`config.mk`:
```
export PLATFORM = sky130hd
export DESIGN_NAME = snapshot_uploader
export DESIGN_NICKNAME = d
export VERILOG_FILES = /design/src/rtl/snapshot_uploader.sv
export SDC_FILE = /design/constraint.sdc
export NUM_CORES = 1
export LEC_CHECK = 0
export BUFFER_PORTS_ARGS = -buffer_cell sky130_fd_sc_hd__buf_2
export CORE_AREA = 2 2 79 81
export CTS_CLUSTER_DIAMETER = 50
export CTS_CLUSTER_SIZE = 14
export DETAILED_ROUTE_END_ITERATION = 7
export DIE_AREA = 0 0 81 83
export GPL_ROUTABILITY_DRIVEN = 0
export PLACE_DENSITY_LB_ADDON = 0.2
export SETUP_SLACK_MARGIN = 0.1
export SKIP_LAST_GASP = 1
export SYNTH_ARGS = -nofsm -noshare
export SYNTH_HDL_FRONTEND = slang
export SYNTH_SLANG_ARGS = --single-unit
```
`constraint.sdc`:
```
create_clock -name clk_sys -period 6.7 [get_ports clk_sys]
set_input_delay 0.335 -clock clk_sys [delete_from_list [all_inputs] [get_ports clk_sys]]
set_output_delay 0.335 -clock clk_sys [all_outputs]
set_load 0.005 [all_outputs]
```
`src/rtl/snapshot_uploader.sv`:
```
// Streams a RAM region to the host over the ioctl byte interface while the CPU is halted,
// one memory read outstanding at a time, with a running XOR checksum of consumed bytes.
module snapshot_uploader #(
   parameter logic [15:0] BASE_ADDR    = 16'h2000,
   parameter int          LENGTH       = 32'h0000_E000,
   parameter int          HALT_TIMEOUT = 1024
) (
   input  logic        clk_sys,
   input  logic        reset_n,
   input  logic        start,
   input  logic        abort,
   input  logic        ioctl_rd,
   output logic [7:0]  ioctl_din,
   output logic        ioctl_wait,
   output logic [15:0] ioctl_addr,
   output logic        cpu_halt_req,
   input  logic        cpu_halt_ack,
   output logic [15:0] mem_addr,
   output logic        mem_rd,
   input  logic        mem_ack,
   input  logic [7:0]  mem_din,
   output logic        busy,
   output logic        done,
   output logic        error,
   output logic [7:0]  checksum
);

   localparam int          TW          = $clog2(HALT_TIMEOUT + 1);
   localparam logic [15:0] LAST_OFFSET = 16'(LENGTH - 1);

   typedef enum logic [2:0] {
      IDLE,
      HALT,
      FETCH,
      READY,
      RELEASE
   } state_t;

   state_t        state_q, state_d;
   logic [15:0]   offset_q, offset_d;
   logic [TW-1:0] timer_q, timer_d;
   logic [7:0]    din_q, din_d;
   logic [7:0]    checksum_q, checksum_d;
   logic [15:0]   mem_addr_q, mem_addr_d;
   logic          mem_rd_q, mem_rd_d;
   logic          wait_q, wait_d;
   logic          halt_req_q, halt_req_d;
   logic          busy_q, busy_d;
   logic          done_q, done_d;
   logic          error_q, error_d;

   always_comb begin
      state_d    = state_q;
      offset_d   = offset_q;
      timer_d    = timer_q;
      din_d      = din_q;
      checksum_d = checksum_q;
      error_d    = error_q;
      done_d     = 1'b0;

      unique case (state_q)
         IDLE: begin
            if (start && !abort) begin
               state_d    = HALT;
               offset_d   = '0;
               checksum_d = '0;
               error_d    = 1'b0;
               timer_d    = TW'(HALT_TIMEOUT);
            end
         end
         HALT: begin
            if (abort) begin
               state_d = RELEASE;
            end else if (cpu_halt_ack) begin
               state_d = FETCH;
            end else if (timer_q <= TW'(1)) begin
               error_d = 1'b1;
               state_d = RELEASE;
            end else begin
               timer_d = timer_q - TW'(1);
            end
         end
         FETCH: begin
            if (abort) begin
               state_d = RELEASE;
            end else if (mem_rd_q && mem_ack) begin
               din_d   = mem_din;
               state_d = READY;
            end
         end
         READY: begin
            if (abort) begin
               state_d = RELEASE;
            end else if (ioctl_rd) begin
               checksum_d = checksum_q ^ din_q;
               if (offset_q == LAST_OFFSET) begin
                  state_d = RELEASE;
                  done_d  = 1'b1;
               end else begin
                  offset_d = offset_q + 16'd1;
                  state_d  = FETCH;
               end
            end
         end
         RELEASE: state_d = IDLE;
         default: state_d = IDLE;
      endcase

      // A request, once raised, is held until acked; a new one waits for the CPU to be halted.
      mem_rd_d   = (state_d == FETCH) && (mem_rd_q || cpu_halt_ack);
      mem_addr_d = (state_d == FETCH) ? (BASE_ADDR + offset_d) : mem_addr_q;
      wait_d     = (state_d != READY);
      halt_req_d = (state_d == HALT) || (state_d == FETCH) || (state_d == READY);
      busy_d     = (state_d != IDLE);
   end

   always_ff @(posedge clk_sys or negedge reset_n) begin
      if (!reset_n) begin
         state_q    <= IDLE;
         offset_q   <= '0;
         timer_q    <= '0;
         din_q      <= '0;
         checksum_q <= '0;
         mem_addr_q <= '0;
         mem_rd_q   <= 1'b0;
         wait_q     <= 1'b1;
         halt_req_q <= 1'b0;
         busy_q     <= 1'b0;
         done_q     <= 1'b0;
         error_q    <= 1'b0;
      end else begin
         state_q    <= state_d;
         offset_q   <= offset_d;
         timer_q    <= timer_d;
         din_q      <= din_d;
         checksum_q <= checksum_d;
         mem_addr_q <= mem_addr_d;
         mem_rd_q   <= mem_rd_d;
         wait_q     <= wait_d;
         halt_req_q <= halt_req_d;
         busy_q     <= busy_d;
         done_q     <= done_d;
         error_q    <= error_d;
      end
   end

   assign ioctl_din    = din_q;
   assign ioctl_wait   = wait_q;
   assign ioctl_addr   = offset_q;
   assign cpu_halt_req = halt_req_q;
   assign mem_addr     = mem_addr_q;
   assign mem_rd       = mem_rd_q;
   assign busy         = busy_q;
   assign done         = done_q;
   assign error        = error_q;
   assign checksum     = checksum_q;

endmodule
```
==> results of run 1 <==
per-stage QoR:
stage	util	power (mW)	setup WS, ns
global placement	0.647	0.707	3.83
detailed placement	0.647	0.716	3.73
floorplan	-	0.650	4.08
CTS	0.685	1.09	3.73
finish	0.685	1.08	3.73
global route	0.685	1.15	3.59
critical path, cell delays in order (launching register included):
cell and delay [ns]:
sky130_fd_sc_hd__dfrtp_1 0.49, sky130_fd_sc_hd__or3b_2 0.53, sky130_fd_sc_hd__or2_1 0.48, sky130_fd_sc_hd__o211ai_2 0.19
sky130_fd_sc_hd__or2_1 0.73, sky130_fd_sc_hd__mux2_2 0.42
cells in the mapped netlist, types with 2 or more instances:
library cell,n
sky130_fd_sc_hd__xnor2_1,2
sky130_fd_sc_hd__mux2i_1,10
sky130_fd_sc_hd__mux2_2,15
sky130_fd_sc_hd__nand2b_1,2
sky130_fd_sc_hd__o31ai_1,5
sky130_fd_sc_hd__xor2_1,17
sky130_fd_sc_hd__ha_1,4
sky130_fd_sc_hd__dfrtp_1,67
sky130_fd_sc_hd__or2_2,2
sky130_fd_sc_hd__nor4_2,2
sky130_fd_sc_hd__buf_2,2
sky130_fd_sc_hd__or2_1,3
sky130_fd_sc_hd__nor2_1,27
sky130_fd_sc_hd__a21oi_1,9
sky130_fd_sc_hd__inv_1,5
sky130_fd_sc_hd__nand3_1,22
sky130_fd_sc_hd__nand3b_1,3
sky130_fd_sc_hd__nand2_1,34
sky130_fd_sc_hd__o21ai_0,11
sky130_fd_sc_hd__nor3b_1,3
sky130_fd_sc_hd__and3_1,2
sky130_fd_sc_hd__clkbuf_1,5
sky130_fd_sc_hd__nand4_1,5
sky130_fd_sc_hd__or4_1,8
sky130_fd_sc_hd__mux2_4,6
sky130_fd_sc_hd__or3_1,6
sky130_fd_sc_hd__nor3_1,6
sky130_fd_sc_hd__nor4_1,5
sky130_fd_sc_hd__buf_6,2
final cells by class:
cell class / count / area (sq um)
Clock inverter: 4 / 72.6
Fill cell: 474 / 1830
Multi-Input combinational cell: 230 / 1590
Inverter: 5 / 18.8
Tap cell: 75 / 93.8
Clock buffer: 12 / 145
Timing Repair Buffer: 70 / 355
Sequential cell: 68 / 1700
metal layers:
layer | vias to the layer above | GRT usage | part of all wire
met4 | 0 | 0.0693 | 0.011
li1 | 1275 | - | -
met5 | - | 0 | 0
met2 | 72 | 0.364 | 0.48
met3 | 9 | 0.0391 | 0.047
met1 | 1298 | 0.335 | 0.46
how the worst max path moves through the flow:
| stage | endpoint | cells past startpoint | from |
|---|---|---|---|
| floorplan | mem_addr[15] | 8 | ioctl_addr[0] |
| global placement | mem_addr[4] | 5 | state_q[1] |
| detailed placement | mem_addr[3] | 5 | state_q[1] |
| CTS | mem_addr[6] | 5 | state_q[1] |
| global route | mem_addr[6] | 5 | state_q[1] |
| finish | mem_addr[6] | 5 | state_q[1] |
power by group through the flow:
stage | registers, mW | clock network, mW | logic (mW)
3_3_place_gp | 0.508 | 0 | 0.199
4_1_cts | 0.502 | 0.377 | 0.208
2_1_floorplan | 0.497 | 0 | 0.153
3_5_place_dp | 0.510 | 0 | 0.206
6_report | 0.503 | 0.372 | 0.208
5_1_grt | 0.511 | 0.397 | 0.238
state kept, by name (all words and copies together), names as in the netlist:
| signal | count |
|---|---|
| error | 1 |
| ioctl_addr | 16 |
| timer_q | 11 |
| busy | 1 |
| done | 1 |
| mem_rd | 1 |
| cpu_halt_req | 1 |
| ioctl_din | 8 |
| checksum | 8 |
| mem_addr | 16 |
| state_q | 3 |
| ioctl_wait | 1 |
cells by family after synthesis:
group,after synthesis,share of synthesized area
flops,68,0.502
compound gates,35,0.0724
simple gates,140,0.221
mux,31,0.106
fa+ha+maj,4,0.0148
buf+inv,16,0.0277
xor+xnor,20,0.0561
==> flow_metrics.py, run 1 <==
metrics = {
    "worst_setup_path": {
        "cp-end-kind": "flop",
        "r2r-start": "state_q[1]",
        "timing.setup.critical_path_class": "flop to flop",
        "required_ns": 6.92,
        "ff2ff_setup_slack_ns": 3.73,
        "worst_reg2reg_path_depth": 5,
        "worst_setup_path_start_kind": "flop",
        "timing.rr.end": "mem_addr[6]",
        "path_max_fanout": 18,
        "critPathArrivalTime_ns": 3.19,
    },
    "job": {
        "drv_cap": 0,
    },
    "detailed_routing": {
        "drt_drc_violations_left": 0,
        "routed_via_density": 5.72,
        "detailroute.via_count": 2654,
        "route.detailed.wl_per_inst_microns": 15.4,
        "routed_wl_mm": 7.15,
        "detail_route.iter0.violations": 178,
        "drt_pre_antenna_iters": 4,
        "drt_antenna_net_count": 0,
    },
    "cells_and_area": {
        "post_route_cells_drive_above_1_share": 0.308,
        "final_cell_mix": "68 x sky130_fd_sc_hd__buf_2, 67 x sky130_fd_sc_hd__dfrtp_1, 34 x sky130_fd_sc_hd__nand2_1",
        "layoutNonFillerInstCount": 464,
        "finish.instance_area_sq_um": 3980,
        "diodes": 0,
        "layout.cells.most_common": "sky130_fd_sc_hd__buf_2",
        "layout.nets": 403,
        "area.growth.synth_to_final_pct": 17.5,
    },
    "synthesis": {
        "synth.net_count": 333,
        "synth-main-ff-cell": "sky130_fd_sc_hd__dfrtp_1",
        "ys_seq_elements": 68,
        "synth-edff-count": 0,
        "synth_area_leaders": "sky130_fd_sc_hd__dfrtp_1 49%, sky130_fd_sc_hd__mux2_2 5.0%, sky130_fd_sc_hd__xor2_1 4.4%",
        "postSynthAreaPerCell_sq_um": 10.8,
        "post_synth_num_cell_types": 53,
        "post_synth_instance_area_sq_um": 3390,
        "yosys.area.top_type_share": 0.495,
        "netlist_instances": 314,
        "netlist.top_cell.by_area": "sky130_fd_sc_hd__dfrtp_1",
        "yosysSeqAreaShare": 0.502,
        "ys_async_sr_fraction": 1.00,
        "yosys_warnings": 0,
    },
    "global_route": {
        "maximum_number_of_pins_on_one_net_before_global_route_repair": 69,
        "grt_ovf": 0,
        "antenna_found_initial": 0,
        "first_global_vias": 2604,
        "grt_util_all_layers": 0.234,
        "grt_pass1_wl_mm": 12.5,
    },
    "sta": {
        "post_route_setup_tns_ns": 0,
        "post-route-min-period_ns": 2.97,
        "fin_hold_ws_ns": 0.187,
        "post_route_skew_ns": 0.00707,
        "worstMarginPinSlew_ns": 0.908,
        "report.final.hold_viol_count": 0,
        "timing.final.setup_violations": 0,
        "max_freq_mhz": 336,
        "layout_worst_path_cycle_share": 0.444,
        "grt_setup_unrepaired": "no",
        "slew_headroom": 0.395,
        "timing.final.max_slew_violations": 0,
    },
    "cts": {
        "cts_repair_resize_count": 0,
        "clk_transition_reported_paths_ns": 0.07,
        "cts_buffers": 9,
        "cts_tree": "built",
        "post_cts_hold_buffer_count": 0,
        "clock_sinks": 68,
        "clock_tree.buffer_depth": 2,
        "clock_latency_ns": 0.34,
        "h-tree-depth": 3,
        "post_cts.repair.setup_buffers": 0,
        "ctsRootBufferMaster": "sky130_fd_sc_hd__clkbuf_8",
    },
    "power_and_ir_drop": {
        "pwr-share-seq": 0.465,
        "comb_power_share": 0.192,
        "swShare": 0.297,
        "power.switching_mw": 0.321,
        "share_of_total_power_in_the_clock_network": 0.343,
        "power.leakage_nw": 2.02,
        "peakVddDrop_mv": 0.186,
        "p_int_mw": 0.761,
        "pwr_density_cell_nw_per_um2": 272,
    },
    "floorplanning": {
        "initial_core_util": 0.583,
        "core_area_sq_um": 5820,
        "die-area_sq_um": 6720,
        "die_h_microns": 83,
        "row_count": 28,
        "boundaryPins": 69,
        "dieWidth_microns": 81,
    },
    "place": {
        "placement.cell_area_sq_um": 3760,
        "io_buffer_count": 68,
        "post-dp-hpwl_mm": 5.11,
        "placed_cells": 448,
    },
    "worst_hold_path": {
        "hp-class": "primary input to asynchronous set/reset pin",
    },
    "run_status": {
        "outcome": "complete, no violations",
    },
}
No activity file was read; power rests on OpenSTA's default activity.
==> run 2: changes to the inputs <==
CORE_AREA = 2 2 87 89   (was 2 2 79 81)
DIE_AREA = 0 0 89 91   (was 0 0 81 83)
clock period = 2.5 ns   (was 6.7 ns; I/O delays follow)
==> flow_metrics.py, run 2 (same netlist as run 1, synthesis figures left out) <==
metrics = {
    "global_route": {
        "grt_util_all_layers": 0.209,
        "maximum_number_of_pins_on_one_net_before_global_route_repair": 44,
        "grt_ovf": 0,
        "antenna_found_initial": 0,
        "grt_pass1_wl_mm": 13.1,
        "first_global_vias": 2575,
    },
    "sta": {
        "layout_worst_path_cycle_share": 0.955,
        "slew_headroom": 0.503,
        "report.final.hold_viol_count": 0,
        "post_route_skew_ns": 0.0137,
        "final.setup.worst_slack_ns": 0.114,
        "post_route_setup_tns_ns": 0,
        "timing.final.max_slew_violations": 0,
        "worstMarginPinSlew_ns": 0.745,
        "post-route-min-period_ns": 2.39,
        "max_freq_mhz": 419,
        "timing.final.setup_violations": 0,
        "grt_setup_unrepaired": "no",
    },
    "power_and_ir_drop": {
        "power.leakage_nw": 2.21,
        "peakVddDrop_mv": 0.385,
        "pwr_density_cell_nw_per_um2": 706,
    },
    "floorplanning": {
        "initial_core_util": 0.475,
        "core_area_sq_um": 7140,
        "dieWidth_microns": 89,
        "die-area_sq_um": 8100,
        "row_count": 31,
        "boundaryPins": 69,
        "die_h_microns": 91,
    },
    "place": {
        "post-dp-hpwl_mm": 5.50,
        "placement.setup.worst_slack_ns": 0.166,
        "io_buffer_count": 68,
    },
    "worst_setup_path": {
        "timing.setup.critical_path_class": "flop to flop",
        "timing.critical_path.max_delay_family": "simple AND/OR/NAND/NOR gates",
        "cp_slowest_cell": "sky130_fd_sc_hd__nor4_1",
        "crit_buf_inv": 1,
        "timing.critical_path.slowest_cell_delay_ns": 0.48,
        "worst_reg2reg_path_depth": 8,
        "cp-end-kind": "flop",
        "critPathArrivalTime_ns": 2.63,
        "crit_path_cell_count": 8,
        "cp_cell_sequence": "buf_4 > nand4_1 > nor4_1 > nand4_1 > xor2_1 > nor2_1 > ha_2 > mux2_4",
        "required_ns": 2.74,
        "crit_top_cell": "sky130_fd_sc_hd__nand4_1",
        "worst_setup_path_start_kind": "flop",
        "path_max_fanout": 5,
    },
    "cells_and_area": {
        "layout.nets": 434,
        "area.growth.synth_to_final_pct": 28.2,
        "post_route_cells_drive_above_1_share": 0.360,
        "final_cell_mix": "68 x sky130_fd_sc_hd__buf_2, 66 x sky130_fd_sc_hd__dfrtp_1, 34 x sky130_fd_sc_hd__nand2_1",
        "diodes": 0,
        "fillCellCount": 625,
        "layout.cells.most_common": "sky130_fd_sc_hd__buf_2",
    },
    "cts": {
        "ctsRootBufferMaster": "sky130_fd_sc_hd__clkbuf_8",
        "clock_latency_ns": 0.35,
        "cts_tree": "built",
        "cts_buffers": 9,
        "post_cts.repair.setup_buffers": 0,
        "clock_sinks": 68,
        "clk_transition_reported_paths_ns": 0.08,
        "clock_tree.buffer_depth": 2,
        "h-tree-depth": 3,
    },
    "detailed_routing": {
        "route.detailed.wl_per_inst_microns": 15.3,
        "drt_antenna_net_count": 0,
        "drt_pre_antenna_iters": 4,
        "detail_route.iter0.violations": 140,
        "drt_drc_violations_left": 0,
        "routed_wl_mm": 7.92,
        "routed_via_density": 5.29,
        "detailroute.via_count": 2745,
    },
    "worst_hold_path": {
        "worst_hold_path.num_cells": 2,
        "hp-class": "primary input to flop",
    },
    "run_status": {
        "outcome": "complete, no violations",
    },
    "job": {
        "drv_cap": 0,
    },
}
[run 2: worst paths after layout]
kind                                     from            to  slack (ns)
max in group asynchronous             reset_n    ioctl_wait        1.44
worst min register to register          error         error        0.49
worst max-delay path            ioctl_addr[5]  mem_addr[14]        0.11
worst max register to register  ioctl_addr[5]  mem_addr[14]        0.11
worst min-delay path               mem_din[7]  ioctl_din[7]        0.01
min in group asynchronous             reset_n   checksum[5]        0.36
[run 2: cell type report]
class / instances / area [sq um] / area share
clock buffers: 10 / 138 / 0.0317
multi-input cells: 230 / 1620 / 0.373
clock inverters: 6 / 111 / 0.0256
flip-flops and latches: 68 / 1700 / 0.392
well taps: 99 / 124 / 0.0285
inverters: 5 / 18.8 / 0.00432
repair buffers: 101 / 631 / 0.145
[run 2: power breakdown]
part           internal (mW)  switching (mW)
sequential              1.22           0.116
clock                  0.690           0.438
combinational          0.263           0.344
[run 2: per-layer routing]
layer / track usage / share of wire / vias to the layer above
met5: 0 / 0 / -
met4: 0.0871 / 0.016 / 0
met3: 0.0373 / 0.048 / 10
met2: 0.308 / 0.48 / 69
met1: 0.302 / 0.46 / 1330
li1: - / - / 1336
[run 2: per-stage QoR]
step	instances	cell area [sq um]	hold slack, ns	utilization	power, mW
2_1_floorplan	314	3410	-0.171	-	1.74
3_3_place_gp	496	4020	0.159	0.563	1.93
3_5_place_dp	496	4020	0.166	0.563	1.95
4_1_cts	519	4340	0.00214	0.608	3.09
5_1_grt	519	4350	0.0138	0.609	3.23
6_report	519	4350	0.0102	0.609	3.07
[run 2: repair_timing]
action                                  4_1_cts  5_1_grt
hold buffers                                  7        0
endpoints found under the setup margin        0        1
endpoints found under the hold margin        31        0
gates resized for setup                       0        1
==> run 3: changes to the inputs <==
clock period = 2.1 ns   (was 2.5 ns; I/O delays follow)
==> flow_metrics.py, run 3 (same netlist as run 1, synthesis figures left out) <==
metrics = {
    "power_and_ir_drop": {
        "pwr_density_cell_nw_per_um2": 765,
        "peakVddDrop_mv": 0.517,
        "power.leakage_nw": 2.47,
    },
    "run_status": {
        "violations_in_the_final_reports": "setup timing",
        "outcome": "complete, but fails checks",
    },
    "detailed_routing": {
        "detailroute.via_count": 2916,
        "drt_pre_antenna_iters": 4,
        "routed_via_density": 5.17,
        "routed_wl_mm": 8.39,
        "drt_antenna_net_count": 0,
        "drt_drc_violations_left": 0,
        "detail_route.iter0.violations": 85,
        "route.detailed.wl_per_inst_microns": 14.9,
    },
    "sta": {
        "max_freq_mhz": 439,
        "post_route_setup_tns_ns": -1.69,
        "grt_setup_unrepaired": "yes",
        "timing.final.setup_violations": 14,
        "timing.final.max_slew_violations": 0,
        "post_route_skew_ns": 0.0100,
        "report.final.hold_viol_count": 0,
        "final.setup.worst_slack_ns": -0.180,
        "post-route-min-period_ns": 2.28,
        "slew_headroom": 0.675,
        "worstMarginPinSlew_ns": 0.488,
        "layout_worst_path_cycle_share": 1.09,
    },
    "floorplanning": {
        "die-area_sq_um": 8100,
        "initial_core_util": 0.475,
        "row_count": 31,
        "die_h_microns": 91,
        "dieWidth_microns": 89,
        "core_area_sq_um": 7140,
        "boundaryPins": 69,
    },
    "global_route": {
        "grt_util_all_layers": 0.217,
        "first_global_vias": 2814,
        "grt_ovf": 0,
        "antenna_found_initial": 0,
        "grt_pass1_wl_mm": 13.6,
        "maximum_number_of_pins_on_one_net_before_global_route_repair": 33,
    },
    "place": {
        "placement.cell_area_sq_um": 4290,
        "post-dp-hpwl_mm": 5.76,
        "placement.setup.worst_slack_ns": -0.159,
        "io_buffer_count": 68,
    },
    "cells_and_area": {
        "post_route_cells_drive_above_1_share": 0.473,
        "final_cell_mix": "68 x sky130_fd_sc_hd__buf_2, 63 x sky130_fd_sc_hd__dfrtp_1, 63 x sky130_fd_sc_hd__buf_4",
        "layout.nets": 479,
        "finish.instance_area_sq_um": 4840,
        "diodes": 0,
        "layout.cells.most_common": "sky130_fd_sc_hd__buf_2",
        "utilization": 0.678,
        "area.growth.synth_to_final_pct": 42.7,
    },
    "worst_setup_path": {
        "ff2ff_setup_slack_ns": -0.18,
        "timing.setup.critical_path_class": "flop to flop",
        "worst_setup_path_start_kind": "flop",
        "cp-end-kind": "flop",
        "path_max_fanout": 2,
        "critPathArrivalTime_ns": 2.51,
        "required_ns": 2.33,
    },
    "cts": {
        "clock_tree.buffer_depth": 2,
        "cts_tree": "built",
        "ctsRootBufferMaster": "sky130_fd_sc_hd__clkbuf_8",
        "h-tree-depth": 3,
        "clock_sinks": 68,
        "clk_transition_reported_paths_ns": 0.07,
        "cts_buffers": 9,
        "clock_latency_ns": 0.35,
    },
    "job": {
        "drv_cap": 0,
    },
    "worst_hold_path": {
        "hp-class": "primary input to flop",
    },
}
## run 3: cell count changes in the layout (fill, tap and decap cells not counted), sizes merged
cell and delta:
bufinv -2, clkinv +1, dlygate4sd3 +1, buf +44, clkinvlp +1
## run 3: metal layers
layer,vias to the layer above,track usage,wire [microns]
li1,1428,-,-
met1,1418,0.297,3800
met2,60,0.339,4170
met3,10,0.0445,325
met4,0,0.0796,95
met5,-,0,0
## run 3: area by class of cell
cell class / count / area (sq um)
clock buffer: 10 / 138
clock inverter: 6 / 63.8
fill: 575 / 2300
inverter: 5 / 18.8
multi-input combinational: 230 / 1770
sequential: 68 / 1710
tap: 99 / 124
timing repair buffer: 146 / 1010
## run 3: where the power goes
group          total [mW]  internal [mW]  switching [mW]
clock network        1.09          0.578           0.511
logic                1.00          0.510           0.493
registers            1.61           1.45           0.151
total                3.70           2.54            1.15
## run 3: path summary, 6_finish.rpt
kind | from | to | depth (start not counted)
setup / recovery | ioctl_addr[3] | mem_addr[14] | 7
hold / removal | mem_din[7] | ioctl_din[7] | 2
setup reg to reg | ioctl_addr[3] | mem_addr[14] | 7
hold reg to reg | error | error | 2
max in group asynchronous | reset_n | ioctl_addr[14] | 4
min in group asynchronous | reset_n | ioctl_din[5] | 2
## run 3: timing repair
item,4_1_cts,5_1_grt
gates cloned,0,0
endpoints found under the setup margin,18,25
pin swaps,5,7
setup buffers,8,5
endpoints found under the hold margin,28,0
hold buffers,8,0
gates resized for setup,11,29
## run 3: through the flow
stage          hold WS, ns  instances  power [mW]
2_1_floorplan       -0.191        314        2.08
3_3_place_gp         0.101        527        2.39
3_5_place_dp        0.0981        527        2.42
4_1_cts            0.00782        559        3.56
5_1_grt            0.00907        564        3.89
6_report           0.00860        564        3.70
## run 3: critical path, cell delays in order, from the launching register on
cell	delay [ns]
sky130_fd_sc_hd__dfrtp_1	0.36
sky130_fd_sc_hd__and4_4	0.26
sky130_fd_sc_hd__nand3_4	0.07
sky130_fd_sc_hd__or4_4	0.52
sky130_fd_sc_hd__a31o_4	0.25
sky130_fd_sc_hd__or2_4	0.25
sky130_fd_sc_hd__ha_4	0.21
sky130_fd_sc_hd__mux2_4	0.26
